===== src/rtl/quad_input_filter_if.sv =====
// quad_input_filter_if: raw encoder pins in, filtered levels and step/dir/err events out.
// Latency: n/a (wiring only).
// Backpressure: none; every signal is a plain level or single-cycle pulse.
interface quad_input_filter_if #(
    parameter int ERR_W = 8
);
    logic             a_in;
    logic             b_in;
    logic             z_in;
    logic             err_clr;
    logic             a;
    logic             b;
    logic             z;
    logic             step;
    logic             dir;
    logic             err;
    logic [ERR_W-1:0] err_cnt;

    // Encoder/host side: drives pins and clear, observes conditioned outputs.
    modport master (
        output a_in, b_in, z_in, err_clr,
        input  a, b, z, step, dir, err, err_cnt
    );

    // Filter side.
    modport slave (
        input  a_in, b_in, z_in, err_clr,
        output a, b, z, step, dir, err, err_cnt
    );
endinterface


===== src/rtl/quad_input_filter.sv =====
// quad_input_filter: 2-flop sync plus per-phase stability filter for A/B/Z, emitting step/dir/err events.
// Latency: a stable pin change reaches a/b/z on the (FILTER_LEN+2)-th edge, counting the sampling edge as the first.
// Backpressure: none, free-running; optional macro QUAD_INDEX_GATE_EN gates z with the A=B=1 quadrant.
module quad_input_filter #(
    parameter int FILTER_LEN = 4,
    parameter int ERR_W      = 8
) (
    input logic                clk,
    input logic                rst_n,
    quad_input_filter_if.slave bus
);

    localparam int CNT_W = $clog2(FILTER_LEN) + 1;
    localparam logic [CNT_W-1:0] CNT_LAST = CNT_W'(FILTER_LEN - 1);
    localparam logic [CNT_W-1:0] CNT_ONE  = CNT_W'(1);
    localparam logic [ERR_W-1:0] ERR_ONE  = ERR_W'(1);

    // Two warm-up edges after reset before the filter takes over.
    typedef enum logic [1:0] {
        PR_EDGE1,
        PR_EDGE2,
        PR_RUN
    } prime_e;

    // Channel index: 0 = A, 1 = B, 2 = Z.
    logic [2:0]       raw;
    logic [2:0]       sync1_q;
    logic [2:0]       sync2_q;
    logic [2:0]       filt_q;
    logic [2:0]       filt_d;
    logic [CNT_W-1:0] cnt_q [3];
    logic [CNT_W-1:0] cnt_d [3];
    prime_e           prime_q;
    logic             primed;
    logic             a_chg;
    logic             b_chg;
    logic             step_q;
    logic             step_d;
    logic             dir_q;
    logic             dir_d;
    logic             err_q;
    logic             err_d;
    logic [ERR_W-1:0] err_cnt_q;
    logic [ERR_W-1:0] err_cnt_d;

    assign raw    = {bus.z_in, bus.b_in, bus.a_in};
    assign primed = (prime_q == PR_RUN);

    // Per-channel run-length filter: follow the synced level only after it has
    // disagreed with the filtered level for FILTER_LEN consecutive edges.
    always_comb begin
        filt_d = filt_q;
        for (int i = 0; i < 3; i++) begin
            cnt_d[i] = cnt_q[i];
            if (sync2_q[i] == filt_q[i]) begin
                cnt_d[i] = '0;
            end else if (cnt_q[i] == CNT_LAST) begin
                filt_d[i] = sync2_q[i];
                cnt_d[i]  = '0;
            end else begin
                cnt_d[i] = cnt_q[i] + CNT_ONE;
            end
        end
    end

    // Step/err classification from the A/B transitions landing on this edge.
    always_comb begin
        a_chg  = filt_d[0] ^ filt_q[0];
        b_chg  = filt_d[1] ^ filt_q[1];
        step_d = primed & (a_chg ^ b_chg);
        err_d  = primed & a_chg & b_chg;
        // Forward when the new B differs from the old A.
        dir_d  = step_d ? (filt_d[1] ^ filt_q[0]) : dir_q;
        // A clear coinciding with an error keeps that error counted.
        err_cnt_d = err_cnt_q;
        if (bus.err_clr) begin
            err_cnt_d = ERR_W'(err_d);
        end else if (err_d && !(&err_cnt_q)) begin
            err_cnt_d = err_cnt_q + ERR_ONE;
        end
    end

    // Synchronisers, priming sequence, filter state and registered events.
    always_ff @(posedge clk or negedge rst_n) begin
        if (!rst_n) begin
            sync1_q   <= '0;
            sync2_q   <= '0;
            filt_q    <= '0;
            cnt_q     <= '{default: '0};
            prime_q   <= PR_EDGE1;
            step_q    <= 1'b0;
            dir_q     <= 1'b0;
            err_q     <= 1'b0;
            err_cnt_q <= '0;
        end else begin
            sync1_q   <= raw;
            sync2_q   <= sync1_q;
            err_cnt_q <= err_cnt_d;
            case (prime_q)
                PR_EDGE1: prime_q <= PR_EDGE2;
                PR_EDGE2: begin
                    // Load the value the second sync stage takes on this edge,
                    // so the filtered level starts equal to the pins.
                    filt_q  <= sync1_q;
                    prime_q <= PR_RUN;
                end
                default: begin
                    filt_q <= filt_d;
                    cnt_q  <= cnt_d;
                    step_q <= step_d;
                    err_q  <= err_d;
                    dir_q  <= dir_d;
                end
            endcase
        end
    end

    assign bus.a       = filt_q[0];
    assign bus.b       = filt_q[1];
    assign bus.step    = step_q;
    assign bus.dir     = dir_q;
    assign bus.err     = err_q;
    assign bus.err_cnt = err_cnt_q;

`ifdef QUAD_INDEX_GATE_EN
    // Index only reported in the A=B=1 quadrant.
    assign bus.z = filt_q[2] & filt_q[0] & filt_q[1];
`else
    assign bus.z = filt_q[2];
`endif

endmodule

===== src/flat_wrapper.sv =====
// flat-port wrapper written by rule: the top's interface ports become plain ports
module quad_input_filter_flat 
#(
    parameter int FILTER_LEN = 4,
    parameter int ERR_W      = 8
)
  (clk, rst_n, bus_a_in, bus_b_in, bus_z_in, bus_err_clr, bus_a, bus_b, bus_z, bus_step, bus_dir, bus_err, bus_err_cnt);
  quad_input_filter_if #(.ERR_W(ERR_W)) bus_i ();
  input logic clk;
  input logic rst_n;
  input wire logic [$bits(bus_i.a_in)-1:0] bus_a_in;
  input wire logic [$bits(bus_i.b_in)-1:0] bus_b_in;
  input wire logic [$bits(bus_i.z_in)-1:0] bus_z_in;
  input wire logic [$bits(bus_i.err_clr)-1:0] bus_err_clr;
  output wire logic [$bits(bus_i.a)-1:0] bus_a;
  output wire logic [$bits(bus_i.b)-1:0] bus_b;
  output wire logic [$bits(bus_i.z)-1:0] bus_z;
  output wire logic [$bits(bus_i.step)-1:0] bus_step;
  output wire logic [$bits(bus_i.dir)-1:0] bus_dir;
  output wire logic [$bits(bus_i.err)-1:0] bus_err;
  output wire logic [$bits(bus_i.err_cnt)-1:0] bus_err_cnt;
  assign bus_i.a_in = bus_a_in;
  assign bus_i.b_in = bus_b_in;
  assign bus_i.z_in = bus_z_in;
  assign bus_i.err_clr = bus_err_clr;
  assign bus_a = bus_i.a;
  assign bus_b = bus_i.b;
  assign bus_z = bus_i.z;
  assign bus_step = bus_i.step;
  assign bus_dir = bus_i.dir;
  assign bus_err = bus_i.err;
  assign bus_err_cnt = bus_i.err_cnt;
  quad_input_filter #(.FILTER_LEN(FILTER_LEN), .ERR_W(ERR_W)) u_core (.clk(clk), .rst_n(rst_n), .bus(bus_i));
endmodule

===== config.mk =====
export PLATFORM = sky130hd
export DESIGN_NAME = quad_input_filter_flat
export DESIGN_NICKNAME = d
export VERILOG_FILES = /design/src/rtl/quad_input_filter_if.sv /design/src/rtl/quad_input_filter.sv /design/src/flat_wrapper.sv
export SDC_FILE = /design/constraint.sdc
export NUM_CORES = 1
export LEC_CHECK = 0
export ABC_AREA = 1
export CAP_MARGIN = 15
export CORE_MARGIN = 2
export CORE_UTILIZATION = 59
export CTS_CLUSTER_DIAMETER = 80
export DETAILED_ROUTE_END_ITERATION = 8
export PLACE_DENSITY = 0.95
export REMOVE_ABC_BUFFERS = 1
export SETUP_SLACK_MARGIN = 0.5
export SLEW_MARGIN = 20
export SYNTH_ARGS = -nofsm -noshare
export SYNTH_HDL_FRONTEND = slang
export SYNTH_SLANG_ARGS = --single-unit

===== constraint.sdc =====
create_clock -name clk -period 2.4 [get_ports clk]
set_input_delay 0.72 -clock clk [delete_from_list [all_inputs] [get_ports clk]]
set_output_delay 0.72 -clock clk [all_outputs]
set_load 0.03 [all_outputs]

# ---- Yosys cells after proc, flatten, opt, wreduce, memory -nomap -nowiden
# Cells that the tools add are included.
dict set report op_classes {
  add_sub_neg 4
  mul 0
  n_div 0
  magnitude_cmp 0
  n_eq_ne 9
  shifts 0
  mux 16
  bitwise_logic 9
  reduce_logical 10
}
# cell count
set op_table {}
lappend op_table {{3-bit 2-to-1 mux} 6}
lappend op_table {{8-bit 2-to-1 mux} 2}
lappend op_table {{3-bit by 1-bit adder with 3-bit output, second input constant} 3}
lappend op_table {{3-bit by 2-bit equality test with 1-bit output, second input constant} 3}
lappend op_table {{8-bit by 1-bit adder with 8-bit output, second input constant} 1}
lappend op_table {{8-bit AND reduction} 1}
lappend op_table {{1-bit 2-to-1 mux} 6}
lappend op_table {{3-bit one-hot mux with 2 select lines} 1}
lappend op_table {{2-bit nonzero test} 3}
lappend op_table {{2-bit one-hot mux with 2 select lines} 1}
lappend op_table {{1-bit bitwise XOR} 4}
lappend op_table {{1-bit bitwise AND} 3}
lappend op_table {{1-bit equality test} 3}
lappend op_table {{3-bit AND reduction} 1}
lappend op_table {{2-bit by 1-bit equality test with 1-bit output, second input constant} 1}
lappend op_table {{2-bit equality test, second input constant} 1}
lappend op_table {{2-bit logical NOT} 1}
lappend op_table {{2-bit != test, second input constant} 1}
lappend op_table {{1-bit inverter} 2}
lappend op_table {{2-bit AND reduction} 1}
lappend op_table {{2-bit OR reduction} 1}
lappend op_table {{1-bit logical AND} 1}
lappend op_table {{1-bit logical NOT} 1}
dict set report word_totals {
  ff_bits 31
  latchBits 0
  mem_bits_rw 0
  rom_bits 0
  output_inout_bits 14
  memories 0
}

# ---- Logic depth before layout (Yosys ltp)
# Gate-level depths: netlist (run 1).
dict set report logic_depth {
  ltp_word 9
  depth_mapped 9
  mapped_depth_nobuf 9
}

# ---- Least setup slack after synthesis (run 1)
# No wires, ideal clock.
dict set report synth_timing {
  path_type {register -> register}
  startpoint {register u_core.err_cnt_q[0], in the netlist u_core.bus.err_cnt[0]}
  endpoint {register u_core.err_cnt_q[6], in the netlist u_core.bus.err_cnt[6]}
  setup_ns 0.118
  arrival_time_ns 1.411
  t_required_ns 2.282
  path_slack_ns 0.870
  path_stages_with_launch 9
  period_less_slack_ns 1.530
  cell_sequence {dfrtp_1 -> ha_1 -> nand2_1 -> nor2_4 -> nand3_4 -> nand2_4 -> nand2_4 -> nand2_1 -> nand2_1}
}
dict set report synth_between {
  elab_chain_cells 4
  elab_cells_between_ends 7
}
# item line
set synth_rtl {}
lappend synth_rtl {{from (decl)} quad_input_filter.sv:43} ;# logic [ERR_W-1:0] err_cnt_q;
lappend synth_rtl {{from (signal assigned)} quad_input_filter.sv:98} ;# err_cnt_q <= err_cnt_d;
lappend synth_rtl {{parallel branches: the longest is 4 deep, another holds 8-bit by 1-bit adder with 8-bit output} n/a}
# Several ways; the timed one is not identified. The select of a mux whose other input is x is not followed.
# A chain may end at the register's enable or synchronous reset.

# ---- Worst setup path in the final report (run 1)
dict set report layout_timing {
  startpoint {register u_core.err_cnt_q[7], in the netlist u_core.bus.err_cnt[7]}
  endpoint {output port bus_err_cnt[7]}
}
# item line
set layout_rtl {}
lappend layout_rtl {{to (decl)} flat_wrapper.sv:21} ;# output wire logic [$bits(bus_i.err_cnt)-1:0] bus_err_cnt;
# No word-level cell between the ends.

==> results.sh, run 1 <==
export IMPL_end_kind="primary output"
export IMPL_fp_coreArea_mm2=0.002686
export IMPL_worst_clock_skew_ps=7.108
export IMPL_critPathMaxStageDelay_ps=470
export IMPL_gp_congestion=0.8421
export IMPL_power_density_mw_per_mm2=841.9
export IMPL_worstSetupPathType="flop to primary output"
export IMPL_vdd_drop_max_mv=0.8988
export IMPL_vias=1325
export IMPL_min_path_cells=0
export IMPL_insertion_delay_ps=330
export IMPL_timing_slew_headroom=0.7194
export IMPL_hp_start="u_core.sync1_q[2]"
export IMPL_final_setup_tns_ps=0
export IMPL_synth_edf_count=0
export IMPL_fin_hold_ws_ps=380.3
export IMPL_die_width_um=56.69
export IMPL_rrSetupSlack_ps=900
export IMPL_cp_data_arrival_time_ps=1140
export IMPL_post_route_drc_count=0
export IMPL_ant_nets=0
export IMPL_post_place_ws_ps=477.4
export IMPL_hold_path_class="flop to flop"
export IMPL_fin_ws_ps=542.0
export IMPL_post_cts_buffers=0
export IMPL_regToRegStartpoint="u_core.bus.err_cnt[0]"
export IMPL_rsz0062_at_grt="no"
export IMPL_ios=20
export IMPL_power_mw=1.625
export IMPL_multi_input_area_um2=740.7
export IMPL_num_rows=19
export IMPL_min_period_ps=1858
export IMPL_drv_cap=0
export IMPL_ys_flop_type="dfrtp_1"
export IMPL_worst_setup_path_start_kind="flop"
export IMPL_outcome="finished clean"
export IMPL_whs_endpoint="u_core.sync2_q[2]"
export IMPL_syn_area_mm2=0.001638
export IMPL_crit_slowest_cell="dfrtp_1"
export IMPL_grt_usage=0.2230
export IMPL_clk_path_buf_depth=2
export IMPL_syn_avg_cell_area_um2=8.666
export IMPL_drtPass1Iterations=4
export IMPL_die_area_mm2=0.003213
export IMPL_drive_above_1_share=0.1674
export IMPL_cts_tree="done"
export IMPL_synthCells=189
export IMPL_grt_pass1_vias=1231
export IMPL_cp_cell_sequence="clkdlybuf4s15_2"
export IMPL_ys_types=28
export IMPL_first_iter_violations=45
export IMPL_cp_depth=1
export IMPL_h_tree_depth=2
export IMPL_grt_pass1_wl_um=5513
export IMPL_nFillCells=198
export IMPL_synth_async_sr_flop_share=1.000
export IMPL_static_leakage_power_nw=1.015
export IMPL_cts_root_buf="clkbuf_4"
export IMPL_crit_buf_inv=1
export IMPL_drv_slew=0
export IMPL_finalSetupViolations=0
export IMPL_cts_hold_buf=0
export IMPL_final_util=0.7187
export IMPL_fin_nets=224
export IMPL_max_freq_ghz=0.5382
export IMPL_regArea_um2=777.0
export IMPL_grt_ovfl_total=0
export IMPL_antenna_cells=0
export IMPL_wl_per_cell_um=12.67
export IMPL_crit_fanout=5
export IMPL_port_buffers=19
export IMPL_reg2reg_to="u_core.bus.err_cnt[0]"
export IMPL_cp_required_ps=1680
export IMPL_numCtsBuffers=5
export IMPL_wirelength_um=3116
export IMPL_start_util=0.6097
export IMPL_finalHoldViolCount=0
export IMPL_period_share=0.7742
export IMPL_path_delay_family="flip-flops"
export IMPL_hpwl_um=2310
export IMPL_grt_max_degree=32
export IMPL_ys_ff_latch=31
export IMPL_routed_via_density=5.386
export IMPL_cts_sinks=31
export IMPL_ys_seq_area_frac=0.4736
export IMPL_area_growth_pct=17.88
export IMPL_antenna_found_initial=0
export IMPL_path_clk_slew_ps=100
export IMPL_die_height_um=56.69
export IMPL_yosysWarnings=0
export IMPL_worst_slew_pin_slew_ps=420.4
export IMPL_rr_worst_depth=8
==> cells in the final DEF (no fill, tap or decap), types with 2 or more instances in the layout <==
cell             count
clkbuf_2             4
dlygate4sd2_1        5
clkbuf_4             5
nand4_1              7
dfrtp_1             30
inv_1               24
clkdlybuf4s50_1      5
nor2_1              12
nand3_2              2
ha_1                 4
o211ai_1             3
a21boi_0             2
nor2_4               2
nand2_4              3
buf_4                2
nor2_8               2
clkdlybuf4s15_2      5
nand2_1             50
xnor2_1              2
nand3_4              2
nand2_2              2
o21bai_1             2
o21ai_0              7
nand3_1             21
==> layer usage <==
layer / GRT usage / routed length [um] / up-vias
met4: 0.1224 / 87 / 0
met1: 0.3135 / 1436 / 608
met3: 0.03917 / 119 / 11
met2: 0.3272 / 1473 / 37
met5: 0 / 0 / -
li1: - / - / 669
==> Yosys cell counts, types with 3 or more instances <==
library cell,instances,area (um^2)
nor2_1,12,45.04
o21ai_0,7,35.03
nand4_1,7,43.79
nand2_1,50,187.7
ha_1,4,50.05
nand3_1,21,105.1
o211ai_1,3,22.52
dfrtp_1,31,775.7
nand2_4,3,33.78
inv_1,24,90.09
==> cell type report <==
class,instances,share of cell area
clock buffer,6,0.02657
sequential,31,0.4025
multi-input combinational,129,0.3837
inverter,26,0.05314
tap,31,0.02009
timing repair buffer,21,0.09592
clock inverter,2,0.01815
==> sequential cells by signal (all words and copies together), names as in the netlist <==
signal and flops:
u_core.cnt_q 9, u_core.bus.err_cnt 8, u_core.filt_q 3, u_core.sync1_q 3, u_core.sync2_q 3, u_core.prime_q 2, u_core.bus.dir 1, u_core.bus.err 1
u_core.bus.step 1
==> power breakdown <==
part	leakage (nW)	switching, mW	internal [mW]
Sequential	0.397	0.0734	0.613
Combinational	0.570	0.324	0.183
Clock	0.0482	0.185	0.246
==> cells by family (layout without fill, tap and decap cells) <==
group / count (synthesis) / in the layout / share of synthesized area
and+or+nand+nor: 104 / 104 / 0.3369
buffers and inverters: 29 / 55 / 0.07410
AOI/OAI and AO/OA: 18 / 18 / 0.06875
adders and majority gates: 4 / 4 / 0.03056
xor gates and xnor gates: 3 / 3 / 0.01605
DFF: 31 / 31 / 0.4736
==> through the flow <==
stage / area [um^2] / instances
after detailed placement: 1863 / 238
after CTS: 1947 / 246
after floorplan: 1619 / 186
after global placement: 1863 / 238
final: 1931 / 246
after global routing: 1931 / 246
==> worst max path at each step <==
stage / start / end
3_5_place_dp: u_core.bus.err_cnt[6] / bus_err_cnt[6]
5_1_grt: u_core.filt_q[1] / bus_b
3_3_place_gp: u_core.bus.err_cnt[6] / bus_err_cnt[6]
2_1_floorplan: u_core.bus.err_cnt[0] / u_core.bus.err_cnt[6]
6_report: u_core.bus.err_cnt[7] / bus_err_cnt[7]
4_1_cts: u_core.bus.err_cnt[6] / bus_err_cnt[6]
==> what timing repair did <==
action                                  in CTS  in global routing
resized for setup                           26                  7
endpoints found under the hold margin        0                  0
endpoints found under the setup margin      14                  5
Power figures use the tool's default switching activity.
==> run 2: changes to the inputs <==
--- a/config.mk
+++ b/config.mk
@@ -8,10 +8,10 @@
 export ABC_AREA = 1
 export CAP_MARGIN = 15
 export CORE_MARGIN = 2
-export CORE_UTILIZATION = 59
+export CORE_UTILIZATION = 54
 export CTS_CLUSTER_DIAMETER = 80
 export DETAILED_ROUTE_END_ITERATION = 8
-export PLACE_DENSITY = 0.95
+export PLACE_DENSITY = 0.9
 export REMOVE_ABC_BUFFERS = 1
 export SETUP_SLACK_MARGIN = 0.5
 export SLEW_MARGIN = 20
==> constraint.sdc (replaced) <==
create_clock -name clk -period 1.8 [get_ports clk]
set_input_delay 0.54 -clock clk [delete_from_list [all_inputs] [get_ports clk]]
set_output_delay 0.54 -clock clk [all_outputs]
set_load 0.03 [all_outputs]
==> results.sh, run 2 (synthesis gave the netlist of run 1 again) <==
export IMPL_outcome="finished clean"
export IMPL_die_height_um=59.07
export IMPL_timing_slew_headroom=0.7377
export IMPL_post_route_drc_count=0
export IMPL_cts_sinks=31
export IMPL_drtPass1Iterations=4
export IMPL_hpwl_um=2206
export IMPL_switchingPower_mw=0.9264
export IMPL_whs_endpoint="u_core.sync2_q[2]"
export IMPL_wirelength_um=4600
export IMPL_grt_pass1_vias=1379
export IMPL_ant_nets=0
export IMPL_die_width_um=59.07
export IMPL_drv_slew=0
export IMPL_final_common_cell="nand2_1"
export IMPL_final_cell_mix="nand2_1, buf_4, dfrtp_1"
export IMPL_first_iter_violations=131
export IMPL_final_setup_tns_ps=0
export IMPL_grt_max_degree=32
export IMPL_vias=1613
export IMPL_antenna_found_initial=0
export IMPL_max_freq_ghz=0.6568
export IMPL_finalHoldViolCount=0
export IMPL_grt_usage=0.2308
export IMPL_worst_slew_pin_slew_ps=392.8
export IMPL_hold_path_class="flop to flop"
export IMPL_cp_required_ps=2090
export IMPL_internal_power_mw=1.535
export IMPL_fin_ws_ps=277.5
export IMPL_cts_tree="done"
export IMPL_reg2reg_to="u_core.bus.err_cnt[5]"
export IMPL_clkPwrFrac=0.195
export IMPL_power_frac_comb=0.436
export IMPL_h_tree_depth=2
export IMPL_fp_coreArea_mm2=0.002829
export IMPL_insertion_delay_ps=360
export IMPL_worst_clock_skew_ps=9.783
export IMPL_regToRegStartpoint="u_core.cnt_q[7]"
export IMPL_clk_path_buf_depth=2
export IMPL_wl_per_cell_um=16.31
export IMPL_min_period_ps=1522
export IMPL_worst_setup_path_start_kind="flop"
export IMPL_numCtsBuffers=5
export IMPL_post_place_ws_ps=81.20
export IMPL_multi_input_area_um2=849.6
export IMPL_seq_power_share=0.369
export IMPL_finalSetupViolations=0
export IMPL_nFillCells=152
export IMPL_drive_above_1_share=0.3865
export IMPL_grt_pass1_wl_um=5968
export IMPL_port_buffers=19
export IMPL_cts_hold_buf=0
export IMPL_num_rows=19
export IMPL_drv_cap=0
export IMPL_fin_nets=260
export IMPL_ios=20
export IMPL_area_growth_pct=43.54
export IMPL_rrSetupSlack_ps=280
export IMPL_grt_ovfl_total=0
export IMPL_rr_worst_depth=9
export IMPL_gp_congestion=0.7506
export IMPL_static_leakage_power_nw=1.221
export IMPL_power_density_mw_per_mm2=1047
export IMPL_crit_fanout=6
export IMPL_routed_via_density=5.720
export IMPL_hp_start="u_core.sync1_q[2]"
export IMPL_path_clk_slew_ps=100
export IMPL_cts_root_buf="clkbuf_4"
export IMPL_die_area_mm2=0.003489
export IMPL_power_share_switching=0.3763
export IMPL_start_util=0.5789
export IMPL_end_kind="flop"
export IMPL_worstSetupPathType="flop to flop"
export IMPL_cp_data_arrival_time_ps=1810
export IMPL_period_share=0.8458
export IMPL_min_path_cells=0
export IMPL_antenna_cells=0
export IMPL_crit_start="u_core.cnt_q[7]"
export IMPL_vdd_drop_max_mv=0.8718
export IMPL_largest_register="u_core.cnt_q"
export IMPL_rsz0062_at_grt="yes"
export IMPL_regArea_um2=777.0
export IMPL_largest_reg_flops=9
[run 2: cell types whose count changed in the layout (fill, tap and decap cells not counted), sizes merged]
cell	change
dlygate4sd2	-5
buf	+48
dlymetal6s2s	+1
nand2	+1
clkdlybuf4s50	-1
clkdlybuf4s15	-5
inv	-1
clkbuf	-2
clkinvlp	+2
clkinv	-1
bufinv	-1
[run 2: power groups by stage]
| stage | registers, mW | logic [mW] | clock network, mW |
|---|---|---|---|
| after floorplan | 1.01 | 0.388 | 0 |
| after global placement | 0.903 | 0.712 | 0 |
| after detailed placement | 0.905 | 0.731 | 0 |
| after CTS | 0.896 | 0.875 | 0.476 |
| after global routing | 0.915 | 1.16 | 0.516 |
| final | 0.909 | 1.07 | 0.480 |
[run 2: final cells by class]
cell class / instances / area share
Sequential cell: 31 / 0.3305
Multi-Input combinational cell: 130 / 0.3614
Timing Repair inverter: 1 / 0.003193
Tap cell: 31 / 0.01650
Clock buffer: 8 / 0.02927
Timing Repair Buffer: 55 / 0.2129
Inverter: 26 / 0.04630
[run 2: per-layer routing]
metal	track usage	up-vias	part of all wire	routed length, um
met5	0	-	0	0
met4	0.1526	0	0.024	109
met3	0.05459	11	0.077	354
met2	0.3460	96	0.50	2300
met1	0.2973	765	0.40	1835
li1	-	741	-	-
[run 2: worst max path at each step]
stage,to
2_1_floorplan,u_core.bus.err_cnt[6]
5_1_grt,u_core.bus.err_cnt[6]
3_3_place_gp,u_core.bus.err_cnt[7]
6_report,u_core.bus.err_cnt[5]
4_1_cts,bus_err_cnt[1]
3_5_place_dp,u_core.bus.err_cnt[6]
[run 2: worst max-delay path, stage by stage (launching register included)]
cell and delay, ps:
dfrtp_1 400, ha_1 180, inv_2 50, nor2_4 180
nand3_4 120, nor2_8 180, nand2_4 110, nand2_4 100
nand2_1 60, nand2_1 60
[run 2: what timing repair did]
action	4_1_cts	5_1_grt
buffers inserted	10	17
pin swaps	4	10
endpoints found under the setup margin	24	27
cloned	1	1
resized for setup	105	29
[run 2: metrics by stage]
step	hold slack, ps	utilization	cell area, um^2	total power, mW	instances
floorplan	244.4	-	1619	1.397	186
global placement	352.1	0.6771	1916	1.615	245
detailed placement	360.3	0.6771	1916	1.636	245
CTS	381.5	0.7444	2106	2.247	264
global route	397.3	0.8310	2351	2.596	282
finish	381.9	0.8310	2351	2.462	282
